File: src/rtl/mem_wb_pipe.sv
// mem_wb_pipe: EX/MEM and MEM/WB pipeline registers with data-memory
// access sequencing. Feeds the EX-stage forwarding path from both the MEM
// and WB stages. Freezes the front of the pipe while an access is pending.
//
// Handshake (dmem req/ack): dmem_req rises when a load/store sits in MEM and
// stays high, with dmem_we/dmem_addr/dmem_wdata stable, until the cycle in
// which dmem_ack is seen (transfer completes on that edge) or the wait
// counter expires (access abandoned). dmem_ack outside dmem_req is ignored,
// and dmem_rdata is only meaningful in the ack cycle.
module mem_wb_pipe #(
  parameter int unsigned ACK_TIMEOUT = 15
) (
  input  logic        clk,
  input  logic        reset,
  input  logic        valid_ex,
  input  logic [31:0] ALUResult_ex,
  input  logic [31:0] MemWriteData_ex,
  input  logic [4:0]  rdAddr_ex,
  input  logic        RegWrite_ex,
  input  logic        MemRead_ex,
  input  logic        MemWrite_ex,
  input  logic        MemtoReg_ex,
  output logic [31:0] ALUResult_mem,
  output logic [4:0]  rdAddr_mem,
  output logic        RegWrite_mem,
  output logic [31:0] RegWriteData_wb,
  output logic [4:0]  rdAddr_wb,
  output logic        RegWrite_wb,
  output logic        MemStall,
  output logic        dmem_req,
  output logic        dmem_we,
  output logic [31:0] dmem_addr,
  output logic [31:0] dmem_wdata,
  input  logic [31:0] dmem_rdata,
  input  logic        dmem_ack,
  output logic        mem_err
);

  // Last counter value before an unacknowledged access is abandoned.
  localparam logic [7:0] TMO_LAST = 8'(ACK_TIMEOUT - 1);

  typedef enum logic {
    M_IDLE = 1'b0,
    M_ACC  = 1'b1
  } mem_state_e;

  // State is kept as a named signal so checkers can bind to it directly.
  mem_state_e  state_q, state_d;
  logic [7:0]  wait_cnt_q, wait_cnt_d;
  logic        stall_c;
  logic        timeout_c;
  logic        req_c;

  logic [31:0] wdata_mem;
  logic        memwrite_mem;
  logic        memtoreg_mem;

  // FSM state and wait counter register.
  always_ff @(posedge clk) begin
    if (reset) begin
      state_q    <= M_IDLE;
      wait_cnt_q <= 8'd0;
    end else begin
      state_q    <= state_d;
      wait_cnt_q <= wait_cnt_d;
    end
  end

  // Next state follows the instruction entering MEM; counter runs while waiting.
  always_comb begin
    state_d    = state_q;
    wait_cnt_d = wait_cnt_q;
    stall_c    = 1'b0;
    timeout_c  = 1'b0;
    req_c      = 1'b0;
    case (state_q)
      M_IDLE: ;
      M_ACC: begin
        req_c = 1'b1;
        if (!dmem_ack) begin
          if (wait_cnt_q == TMO_LAST) begin
            timeout_c = 1'b1;
          end else begin
            stall_c    = 1'b1;
            wait_cnt_d = wait_cnt_q + 8'd1;
          end
        end
      end
      default: ;
    endcase
    if (!stall_c) begin
      state_d    = (valid_ex && (MemRead_ex || MemWrite_ex)) ? M_ACC : M_IDLE;
      wait_cnt_d = 8'd0;
    end
  end

  // Reset drops the request and stall in the very cycle it is sampled.
  always_comb begin
    MemStall   = stall_c && !reset;
    dmem_req   = req_c && !reset;
    dmem_we    = dmem_req && memwrite_mem;
    dmem_addr  = ALUResult_mem;
    dmem_wdata = wdata_mem;
  end

  // EX/MEM register: captures EX whenever MEM can advance; bubbles clear control.
  always_ff @(posedge clk) begin
    if (reset) begin
      ALUResult_mem <= 32'd0;
      wdata_mem     <= 32'd0;
      rdAddr_mem    <= 5'd0;
      RegWrite_mem  <= 1'b0;
      memwrite_mem  <= 1'b0;
      memtoreg_mem  <= 1'b0;
    end else if (!stall_c) begin
      ALUResult_mem <= ALUResult_ex;
      wdata_mem     <= MemWriteData_ex;
      rdAddr_mem    <= rdAddr_ex;
      RegWrite_mem  <= valid_ex && RegWrite_ex;
      memwrite_mem  <= valid_ex && MemWrite_ex;
      memtoreg_mem  <= valid_ex && MemtoReg_ex;
    end
  end

  // MEM/WB register: advances with MEM; a stall inserts a write-disabled bubble.
  always_ff @(posedge clk) begin
    if (reset) begin
      RegWriteData_wb <= 32'd0;
      rdAddr_wb       <= 5'd0;
      RegWrite_wb     <= 1'b0;
    end else if (!stall_c) begin
      RegWriteData_wb <= memtoreg_mem ? dmem_rdata : ALUResult_mem;
      rdAddr_wb       <= rdAddr_mem;
      RegWrite_wb     <= RegWrite_mem && !timeout_c;
    end else begin
      RegWrite_wb     <= 1'b0;
    end
  end

  // Abandoned access is flagged for one cycle after the timeout edge.
  always_ff @(posedge clk) begin
    if (reset) begin
      mem_err <= 1'b0;
    end else begin
      mem_err <= timeout_c;
    end
  end

endmodule

File: config.mk
export PLATFORM = sky130hd
export DESIGN_NAME = mem_wb_pipe
export DESIGN_NICKNAME = d
export VERILOG_FILES = /design/src/rtl/mem_wb_pipe.sv
export SDC_FILE = /design/constraint.sdc
export NUM_CORES = 1
export LEC_CHECK = 0
export BUFFER_PORTS_ARGS = -buffer_cell sky130_fd_sc_hd__buf_2
export CAP_MARGIN = 20
export CORE_AREA = 3 3 121 123
export DETAILED_ROUTE_END_ITERATION = 7
export DIE_AREA = 0 0 124 126
export PLACE_DENSITY = 0.77
export SLEW_MARGIN = 20
export SYNTH_ARGS = -nofsm -noshare
export SYNTH_HDL_FRONTEND = slang
export SYNTH_SLANG_ARGS = --single-unit
File: constraint.sdc
create_clock -name clk -period 4.3 [get_ports clk]
set_input_delay 0.43 -clock clk [delete_from_list [all_inputs] [get_ports clk]]
set_output_delay 0.43 -clock clk [all_outputs]
set_load 0.05 [all_outputs]
After elaboration in Yosys (flattened, before gate mapping) --
Cells that the tools add are included.
Storage, ports and cells: word-level logic and storage cells 40, input port bits 109, register bits 120
Operators by class: bitwise logic cells 3, reductions and logical operators 14, muxes and demuxes 9, equal/unequal tests 1, $add $sub $neg 1
Operators with widths (number):
- $mux 32 | 1
- $add 8x1->8 const B | 1
- $eq 8x4->1 const B | 1
- $logic_and 1x1->1 | 8
- $mux 1 | 8
- $reduce_or 2->1 | 2
- $not 1->1 | 3
- $reduce_and 3->1 | 1
- $logic_not 1->1 | 2
- $logic_or 1x1->1 | 1

Longest topological paths before layout --
Gate-level depths: netlist of the first run.
depth in word-level cells 6, depth in mapped cells 8, mapped depth without buffers 5

Worst setup path after synthesis of the first run --
OpenSTA, ideal clock, no wires.
path type in2out, start point input port reset, end point output port dmem_we, arrival time 1.993 ns, path buffers 2, data required time 3.870 ns, slack 1.877 ns, stages 4, cells stage by stage clkbuf_1 -> clkbuf_1 -> nor2b_1 -> and2_1
Between the ends: cells in the longest elaborated chain, start to end 3
RTL lines:
- start, declared | RTL line 14 | input logic reset,
- $logic_not 1->1 | RTL line 100 | dmem_req = req_c && !reset;
- $logic_and 1x1->1 | RTL line 100
- via dmem_req | RTL line 30 | output logic dmem_req,
- $logic_and 1x1->1 | RTL line 101 | dmem_we = dmem_req && memwrite_mem;
- end, declared | RTL line 31 | output logic dmem_we,
The timed path passes the listed nets, and every way through them passes these cells.

Final worst setup path of the first run --
start point register wait_cnt_q[2], end point output port MemStall
Between the ends: cells in the longest elaborated chain, start to end 5
RTL lines:
- start, declared | RTL line 49 | logic [7:0] wait_cnt_q, wait_cnt_d;
- start signal, assigned | RTL line 65 | wait_cnt_q <= wait_cnt_d;
- $eq 8x4->1 | RTL line 81 | if (wait_cnt_q == TMO_LAST) begin
- $mux 1 | RTL line 81
- $mux 1 | RTL line 80 | if (!dmem_ack) begin
- $mux 1 | RTL line 76 | case (state_q)
- $logic_and 1x1->1 | RTL line 99 | MemStall = stall_c && !reset;
- end, declared | RTL line 29 | output logic MemStall,
No other way between the ends.

==> results_dict.tcl, run 1 <==
set metrics [dict create \
    status "complete, no violations" \
    drtIter0Drc 172 \
    crit_buf_inv 2 \
    setup_tns_ns 0 \
    cts_resized 0 \
    num_vias 4519 \
    grt_busiest_layer "met2" \
    core_area_sq_um 13770 \
    htreeDepth 4 \
    ant_nets 0 \
    wl_per_cell_um 13.37 \
    grt_pass1_vias 4286 \
    cts_tree "built" \
    start_kind "flop" \
    synth_top_area_share_pct 41.50 \
    ir_worst_vdd_v 0.0002523 \
    io_buffers 252 \
    cts_root_buffer "clkbuf_16" \
    clk_pin_slew_worst_paths_ns 0.06 \
    ys.flop_type "dfxtp_1" \
    finalSetupViolations 0 \
    nFillCells 1308 \
    fp.dieW_um 124 \
    synth-seq-cells 120 \
    yosysTopAreaCell "dfxtp_1" \
    grt_pass1_wl_um 20410 \
    postLayoutCoreUtil_pct 54.99 \
    setup_ws_ns 1.740 \
    antennaDiodeCount 0 \
    synth_simple_gate_area_share_pct 23.95 \
    end_kind "output port" \
    post-route-drc-count 0 \
    synth_nets 700 \
    dpl_cell_area_sq_um 6894 \
    power.density_nw_per_um2 458.1 \
    design_area_sq_um 7574 \
    routed_wl_um 13160 \
    track_usage_pct 16.43 \
    ys_seq_area_share_pct 41.50 \
    dieArea_sq_um 15620 \
    required_ns 3.87 \
    grt_use_met2_pct 25.52 \
    area_delta_synth_final_pct 30.82 \
    min_path_type "in -> reg" \
    ys_top_cells_by_count "146 x nand2b_1, 120 x dfxtp_1, 109 x mux2i_1, 38 x nor2_1, 35 x nor2b_1" \
    drv_slew 0 \
    place_ws_ns 1.858 \
    power.total_mw 3.470 \
    synthTopCellsByArea "dfxtp_1 41%, mux2i_1 19%, nand2b_1 16%" \
    via_per_inst 4.592 \
    cp_num_cells 4 \
    layout_min_cycle_time_ns 2.560 \
    cp_max_fo 8 \
    synth-edff-count 0 \
    fmax_mhz 390.6 \
    hold_buffers 0 \
    post-cts-setup-buffers 0 \
    path_class "reg -> out" \
    rows 43 \
    finalNonFillerCells 984 \
    finalCritPeriodShare_pct 59.54 \
    synth_warnings 0 \
    nets 902 \
    io_pins 253 \
    crit_family "compound AO/OA/AOI/OAI gates" \
    slew_headroom_pct 35.41 \
    synth_cells 589 \
    synth_top_family_by_area "multiplexers" \
    yosysMostFrequentCell "nand2b_1" \
    avgSynthCellArea_sq_um 9.829 \
    dr.pass1.iters 4 \
    rsz0062_at_grt "false" \
    antenna_found_initial 0 \
    grt_max_degree 132 \
    max_stage_delay_ns 0.55 \
    dp_hpwl_um 9305 \
    cellLeakagePower_nw 3.448 \
    start_util_pct 42.03 \
    netlist_area_sq_um 5789 \
    grt_overflow 0 \
    multi_input_area_sq_um 2959 \
    gp_congestion 0.7643 \
    place_inst 952 \
    numCtsBuffers 17 \
    reg2reg_depth 6 \
    dieHeight_um 126 \
    clk-insertion-delay-late_ns 0.40 \
    hold_depth 3 \
    synth-compound-area-share_pct 1.081 \
    cp.arrival_ns 2.13 \
    clock_sinks 120 \
    synth_cell_types 30 \
    tightest_slew_ns 0.9689 \
    synth_fa_ha_area_share_pct 0.4322 \
    fin_skew_ns 0.006231 \
    clockBufferDepth 2 \
    cap_violations 0 \
    regArea_sq_um 2406 \
    cpMaxStageDelayCell "o21bai_1" \
    hold-worst-slack_ns 0.2740 \
    hold_violations 0 \
    cp_cell_sequence "or3b_1 -> o21bai_1 -> inv_1 -> buf_2" \
    drive_above_1_share_pct 36.07 \
    synth-xor-area-share_pct 0.4539 \
    grt_use_met3_pct 6.646 \
    global_route.usage.met1_pct 19.67 \
    async_flop_share_pct 0 \
    synthMuxAreaShare_pct 25.07 \
]
## logic make-up (layout without fill, tap and decap cells)
kind of cell | after synthesis | in the layout
adder cells (fa/ha/maj) | 2 | 2
buffers and inverters | 74 | 289
AO/OA/AOI/OAI | 11 | 11
flip-flops | 120 | 120
AND/OR/NAND/NOR | 238 | 238
multiplexers | 141 | 141
XOR/XNOR | 3 | 3
## state kept, by name, summed over array words and instances, names as in the netlist
name	cells
rdAddr_wb	5
RegWrite_wb	1
dmem_wdata	32
memtoreg_mem	1
memwrite_mem	1
RegWrite_mem	1
wait_cnt_q	8
state_q	1
ALUResult_mem	32
RegWriteData_wb	32
rdAddr_mem	5
mem_err	1
## worst register-to-register path, cell delays in order (launching register included)
cell and delay, ns:
dfxtp_1 0.40, inv_1 0.06, ha_1 0.19, nand4bb_1 0.18
o21a_4 0.37, buf_4 0.47, mux2_1 0.37
## worst paths after layout
path                       startpoint             endpoint  slack [ns]
setup / recovery        wait_cnt_q[2]             MemStall        1.74
hold / removal    MemWriteData_ex[25]       dmem_wdata[25]        0.27
setup reg to reg        wait_cnt_q[0]  RegWriteData_wb[15]        2.13
hold reg to reg          RegWrite_mem          RegWrite_wb        0.47
## power by group
part | internal (mW) | leakage (nW) | switching, mW
combinational | 0.191 | 2.13 | 0.437
clock | 1.11 | 0.329 | 0.497
sequential | 1.18 | 0.993 | 0.0507
## cell usage in the layout (no fill, tap or decap), types with 2 or more instances in the layout
cell        Yosys  final
a21oi_1         4      4
buf_2           9    251
buf_4          33      3
bufinv_16       0      6
clkbuf_16       0     17
clkbuf_8        0      2
clkinv_2        0      4
clkinvlp_4      0      2
dfxtp_1       120    119
ha_1            2      2
inv_1           2      2
mux2_1         32     32
mux2i_1       109    109
nand2_1         5      5
nand2b_1      146    146
nand3_1         4      4
nand4_1         2      2
nor2_1         38     38
nor2b_1        35     35
o21ai_0         4      4
or3_1           2      2
xor2_1          2      2
## layer usage
layer  vias up  wire (um)
met1      2017       5665
met5         -          0
met2       180       5905
met4         0        294
met3        22       1294
li1       2300          -
## cell type report
type                    count  area share, %
multi-input cells         395          39.07
flip-flops and latches    120          31.77
repair buffers            255          17.15
clock buffers              19          5.981
well taps                 180          2.974
clock inverters            13          2.957
inverters                   2        0.09912
Note: power is estimated with default switching activity, not from simulation.
==> run 2: changes to the inputs <==
--- a/config.mk
+++ b/config.mk
@@ -5,12 +5,13 @@
 export SDC_FILE = /design/constraint.sdc
 export NUM_CORES = 1
 export LEC_CHECK = 0
+export ABC_AREA = 1
 export BUFFER_PORTS_ARGS = -buffer_cell sky130_fd_sc_hd__buf_2
 export CAP_MARGIN = 20
-export CORE_AREA = 3 3 121 123
+export CORE_AREA = 3 3 112 114
 export DETAILED_ROUTE_END_ITERATION = 7
-export DIE_AREA = 0 0 124 126
-export PLACE_DENSITY = 0.77
+export DIE_AREA = 0 0 115 117
+export PLACE_DENSITY = 0.8
 export SLEW_MARGIN = 20
 export SYNTH_ARGS = -nofsm -noshare
 export SYNTH_HDL_FRONTEND = slang
==> constraint.sdc (replaced) <==
create_clock -name clk -period 2.5 [get_ports clk]
set_input_delay 0.25 -clock clk [delete_from_list [all_inputs] [get_ports clk]]
set_output_delay 0.25 -clock clk [all_outputs]
set_load 0.05 [all_outputs]
==> run 2 against run 1 <==
Compared with the run above: core utilization up 1.9 points; design area shrank 14%; global-route usage grew 2.9 points.
==> results_dict.tcl, run 2 <==
set metrics [dict create \
    nFillCells 1084 \
    io_buffers 252 \
    ant_nets 0 \
    finalNonFillerCells 1014 \
    ys_seq_area_share_pct 48.72 \
    grt_pass1_wl_um 20790 \
    path_class "reg -> out" \
    hold-worst-slack_ns 0.07321 \
    htreeDepth 4 \
    rsz0062_at_grt "false" \
    setup_ws_ns 0.4497 \
    gp_congestion 0.9164 \
    netlist_area_sq_um 4931 \
    drv_slew 0 \
    antennaDiodeCount 0 \
    yosysMostFrequentCell "nand2_1" \
    via_per_inst 4.746 \
    fmax_mhz 487.7 \
    startpoint "wait_cnt_q[0]" \
    synth_cell_types 21 \
    drive_above_1_share_pct 34.21 \
    start_util_pct 42.82 \
    io_pins 253 \
    post-route-drc-count 0 \
    start_kind "flop" \
    core_area_sq_um 11520 \
    ys.flop_type "dfxtp_1" \
    dp_hpwl_um 9611 \
    cap_violations 0 \
    fp.dieW_um 115 \
    synth_warnings 0 \
    finalSetupViolations 0 \
    post-cts-setup-buffers 0 \
    synth-edff-count 0 \
    grt_max_degree 109 \
    cts_tree "built" \
    layout_common_cells "252 x buf_2, 203 x nand2_1, 119 x dfxtp_1, 113 x nand3_1, 42 x o21ai_0" \
    wl_per_cell_um 13.46 \
    place_inst 983 \
    cts_resized 0 \
    dr.pass1.iters 4 \
    synth_nets 765 \
    place_ws_ns 0.6575 \
    dpl_cell_area_sq_um 5936 \
    design_area_sq_um 6548 \
    power.density_nw_per_um2 862.6 \
    clk_pin_slew_worst_paths_ns 0.05 \
    cp_max_fo 6 \
    dieArea_sq_um 13460 \
    cts_root_buffer "clkbuf_16" \
    grt_pass1_vias 4248 \
    ys_top_cells_by_count "204 x nand2_1, 120 x dfxtp_1, 113 x nand3_1, 42 x o21ai_0, 39 x inv_1" \
    dieHeight_um 117 \
    hold_violations 0 \
    hold_buffers 0 \
    clock_sinks 120 \
    clockBufferDepth 2 \
    required_ns 2.25 \
    routed_wl_um 13650 \
    power.total_mw 5.648 \
    num_vias 4812 \
    yosysTopAreaCell "dfxtp_1" \
    layout_commonest_cell "buf_2" \
    status "complete, no violations" \
    antenna_found_initial 0 \
    synth_cells 654 \
    numCtsBuffers 17 \
    postLayoutCoreUtil_pct 56.86 \
    cellLeakagePower_nw 3.499 \
    avgSynthCellArea_sq_um 7.540 \
    timing.rr.start "wait_cnt_q[0]" \
    min_path_type "in -> reg" \
    fin_skew_ns 0.006621 \
    nets 970 \
    rows 39 \
    area_delta_synth_final_pct 32.78 \
    clk-insertion-delay-late_ns 0.40 \
    track_usage_pct 19.30 \
    synthTopCellsByArea "dfxtp_1 49%, nand2_1 16%, nand3_1 11%" \
    tightest_slew_ns 0.6662 \
    min_from "MemWriteData_ex[30]" \
    async_flop_share_pct 0 \
    grt_overflow 0 \
    setup_tns_ns 0 \
    end_kind "output port" \
    finalCritPeriodShare_pct 82.01 \
    cp.arrival_ns 1.80 \
    synth_top_area_share_pct 48.72 \
    synth-seq-cells 120 \
    ir_worst_vdd_v 0.0005241 \
    layout_min_cycle_time_ns 2.050 \
    drtIter0Drc 411 \
    slew_headroom_pct 55.59 \
]
run 2: cell types whose count changed after synthesis, sizes merged, moves of 13 or more:
cell    change
buf        +15
nor2b      -35
nand3     +110
nand2b    -146
mux2       -32
clkbuf     -13
o21ai      +63
mux2i     -109
nand2     +199
nor2       -16
inv        +42
run 2: cell type report:
class / instances / area (sq um) / share of cell area [%]
Clock buffer: 22 / 464.2 / 7.090
Clock inverter: 9 / 147.6 / 2.255
Inverter: 44 / 166.4 / 2.542
Multi-Input combinational cell: 416 / 1841 / 28.11
Sequential cell: 120 / 2404 / 36.71
Tap cell: 143 / 178.9 / 2.733
Timing Repair Buffer: 260 / 1346 / 20.56
run 2: worst paths after layout:
path	endpoint	slack [ns]	cells after the start
hold / removal	dmem_wdata[30]	0.07	3
setup reg to reg	RegWrite_mem	0.63	9
setup / recovery	MemStall	0.45	8
hold reg to reg	dmem_wdata[26]	0.44	2
run 2: cell families after synthesis:
kind of cell,count (synthesis),synth area share (%)
XOR/XNOR,2,0.3553
adder cells (fa/ha/maj),2,0.5074
AO/OA/AOI/OAI,68,6.902
buffers and inverters,118,14.11
AND/OR/NAND/NOR,344,29.41
flip-flops,120,48.72
run 2: per-layer routing:
metal | GRT usage (%) | share of wire [%] | up-vias
met3 | 4.422 | 6.3 | 14
li1 | - | - | 2467
met1 | 23.44 | 41 | 2163
met2 | 33.87 | 51 | 168
met5 | 0 | 0 | -
met4 | 6.338 | 1.5 | 0
run 2: critical path, cell delays in order (launching register included):
cell,delay [ns]
dfxtp_1,0.37
inv_1,0.06
ha_1,0.22
nand2_1,0.09
nor2_2,0.03
nand2_1,0.15
nand3_2,0.10
inv_2,0.11
buf_2,0.28
run 2: report_power, final:
part	switching [mW]	internal [mW]
registers	0.0736	2.03
logic	0.771	0.244
clock network	0.818	1.71
total	1.66	3.99
==> run 3: changes to the inputs <==
==> constraint.sdc (replaced) <==
create_clock -name clk -period 1.9 [get_ports clk]
set_input_delay 0.19 -clock clk [delete_from_list [all_inputs] [get_ports clk]]
set_output_delay 0.19 -clock clk [all_outputs]
set_load 0.05 [all_outputs]
==> run 3 against run 2 <==
Compared with the run above: sequential power rose by 31%; final cell count rose by 0.89%; highest routed layer unchanged; clock skew grew 0.0036 ns.
==> results_dict.tcl, run 3 (synthesized netlist as in run 2, its figures left out) <==
set metrics [dict create \
    dp_hpwl_um 10020 \
    cts_tree "built" \
    grt_use_met2_pct 33.49 \
    grt_max_degree 55 \
    dieHeight_um 117 \
    start_kind "flop" \
    dieArea_sq_um 13460 \
    fp.dieW_um 115 \
    cts_root_buffer "clkbuf_16" \
    cp.arrival_ns 1.59 \
    setup_tns_ns 0 \
    nFillCells 1086 \
    track_usage_pct 19.49 \
    numCtsBuffers 17 \
    rsz0062_at_grt "false" \
    antenna_found_initial 0 \
    r2r_slack_ns 0.19 \
    grt_overflow 0 \
    grt_pass1_vias 4269 \
    wl_per_cell_um 13.56 \
    grt_busiest_layer "met2" \
    tightest_slew_ns 0.4801 \
    ant_nets 0 \
    fin_skew_ns 0.01020 \
    end_kind "output port" \
    cap_violations 0 \
    clk_pin_slew_worst_paths_ns 0.05 \
    drtIter0Drc 334 \
    hold_violations 0 \
    via_per_inst 4.723 \
    nets 982 \
    hold-worst-slack_ns 0.01757 \
    routed_wl_um 13870 \
    drive_above_1_share_pct 35.00 \
    path_class "reg -> out" \
    cellLeakagePower_nw 3.529 \
    fmax_mhz 561.3 \
    pwr-share-comb_pct 19.4 \
    clk-insertion-delay-late_ns 0.40 \
    p_sw_mw 2.127 \
    cp_max_fo 4 \
    gp_congestion 0.8546 \
    htreeDepth 4 \
    io_buffers 252 \
    start_util_pct 42.82 \
    clkPwrFrac_pct 41.3 \
    rows 39 \
    clockBufferDepth 2 \
    antennaDiodeCount 0 \
    layout_common_cells "251 x buf_2, 202 x nand2_1, 118 x dfxtp_1, 113 x nand3_1, 42 x o21ai_0" \
    num_vias 4832 \
    required_ns 1.71 \
    layout_commonest_cell "buf_2" \
    finalCritPeriodShare_pct 93.77 \
    core_area_sq_um 11520 \
    post-route-drc-count 0 \
    ir_worst_vdd_v 0.0004670 \
    area_delta_synth_final_pct 33.65 \
    swShare_pct 30.21 \
    power.density_nw_per_um2 1068 \
    slew_headroom_pct 68.00 \
    internal_power_mw 4.914 \
    clock_sinks 120 \
    min_path_type "in -> reg" \
    drv_slew 0 \
    layout_min_cycle_time_ns 1.782 \
    dr.pass1.iters 5 \
    seqPwrFrac_pct 39.3 \
    finalSetupViolations 0 \
    global_route.usage.met1_pct 23.74 \
    status "complete, no violations" \
    io_pins 253 \
    grt_use_met3_pct 4.833 \
    grt_pass1_wl_um 20840 \
]
## run 3: power groups by stage
stage | clock network (mW) | registers (mW) | logic [mW]
detailed placement | 0 | 2.81 | 1.37
finish | 2.91 | 2.77 | 1.37
CTS | 2.98 | 2.77 | 1.37
global placement | 0 | 2.81 | 1.36
global route | 3.10 | 2.78 | 1.45
floorplan | 0 | 3.33 | 0.528
## run 3: worst max-delay path, stage by stage (launching register included)
cell	delay (ns)
dfxtp_2	0.34
inv_1	0.04
ha_1	0.21
nand2_1	0.09
nor2_2	0.04
nand2_2	0.10
nand3_2	0.12
inv_4	0.10
buf_6	0.15
## run 3: metrics by stage
stage	setup slack, ns	utilization, %	power, mW	instances	area [sq um]
floorplan	0.2949	-	3.855	654	4931
global placement	0.2521	52.30	4.168	993	6023
detailed placement	0.1917	52.30	4.180	993	6023
CTS	0.04822	57.21	7.116	1023	6589
global route	0.01791	57.23	7.329	1023	6590
finish	0.1184	57.23	7.041	1023	6590
## run 3: layout make-up
class,count,area [sq um],area share [%]
flip-flops and latches,120,2405,36.49
multi-input cells,416,1843,27.97
repair buffers,272,1458,22.12
clock buffers,24,491.7,7.462
well taps,143,178.9,2.715
inverters,44,168.9,2.563
clock inverters,4,45.04,0.6835
## run 3: final timing paths
path | start | end | cells after the start
max reg2reg | wait_cnt_q[0] | RegWriteData_wb[25] | 11
min | MemWriteData_ex[15] | dmem_wdata[15] | 3
min reg2reg | wait_cnt_q[0] | wait_cnt_q[0] | 1
max | wait_cnt_q[0] | MemStall | 8
## run 3: layer usage
metal  share of wire (%)  vias to the layer above
met5                   0                        -
met4                 1.4                        0
met3                 6.3                       18
met2                  51                      178
met1                  41                     2154
li1                    -                     2482
## run 3: repair_timing
action | 4_1_cts | 5_1_grt
buffers inserted | 1 | 0
hold endpoints to repair | 1 | 0
setup endpoints to repair | 1 | 3
hold buffers | 1 | 0
resized for setup | 4 | 1
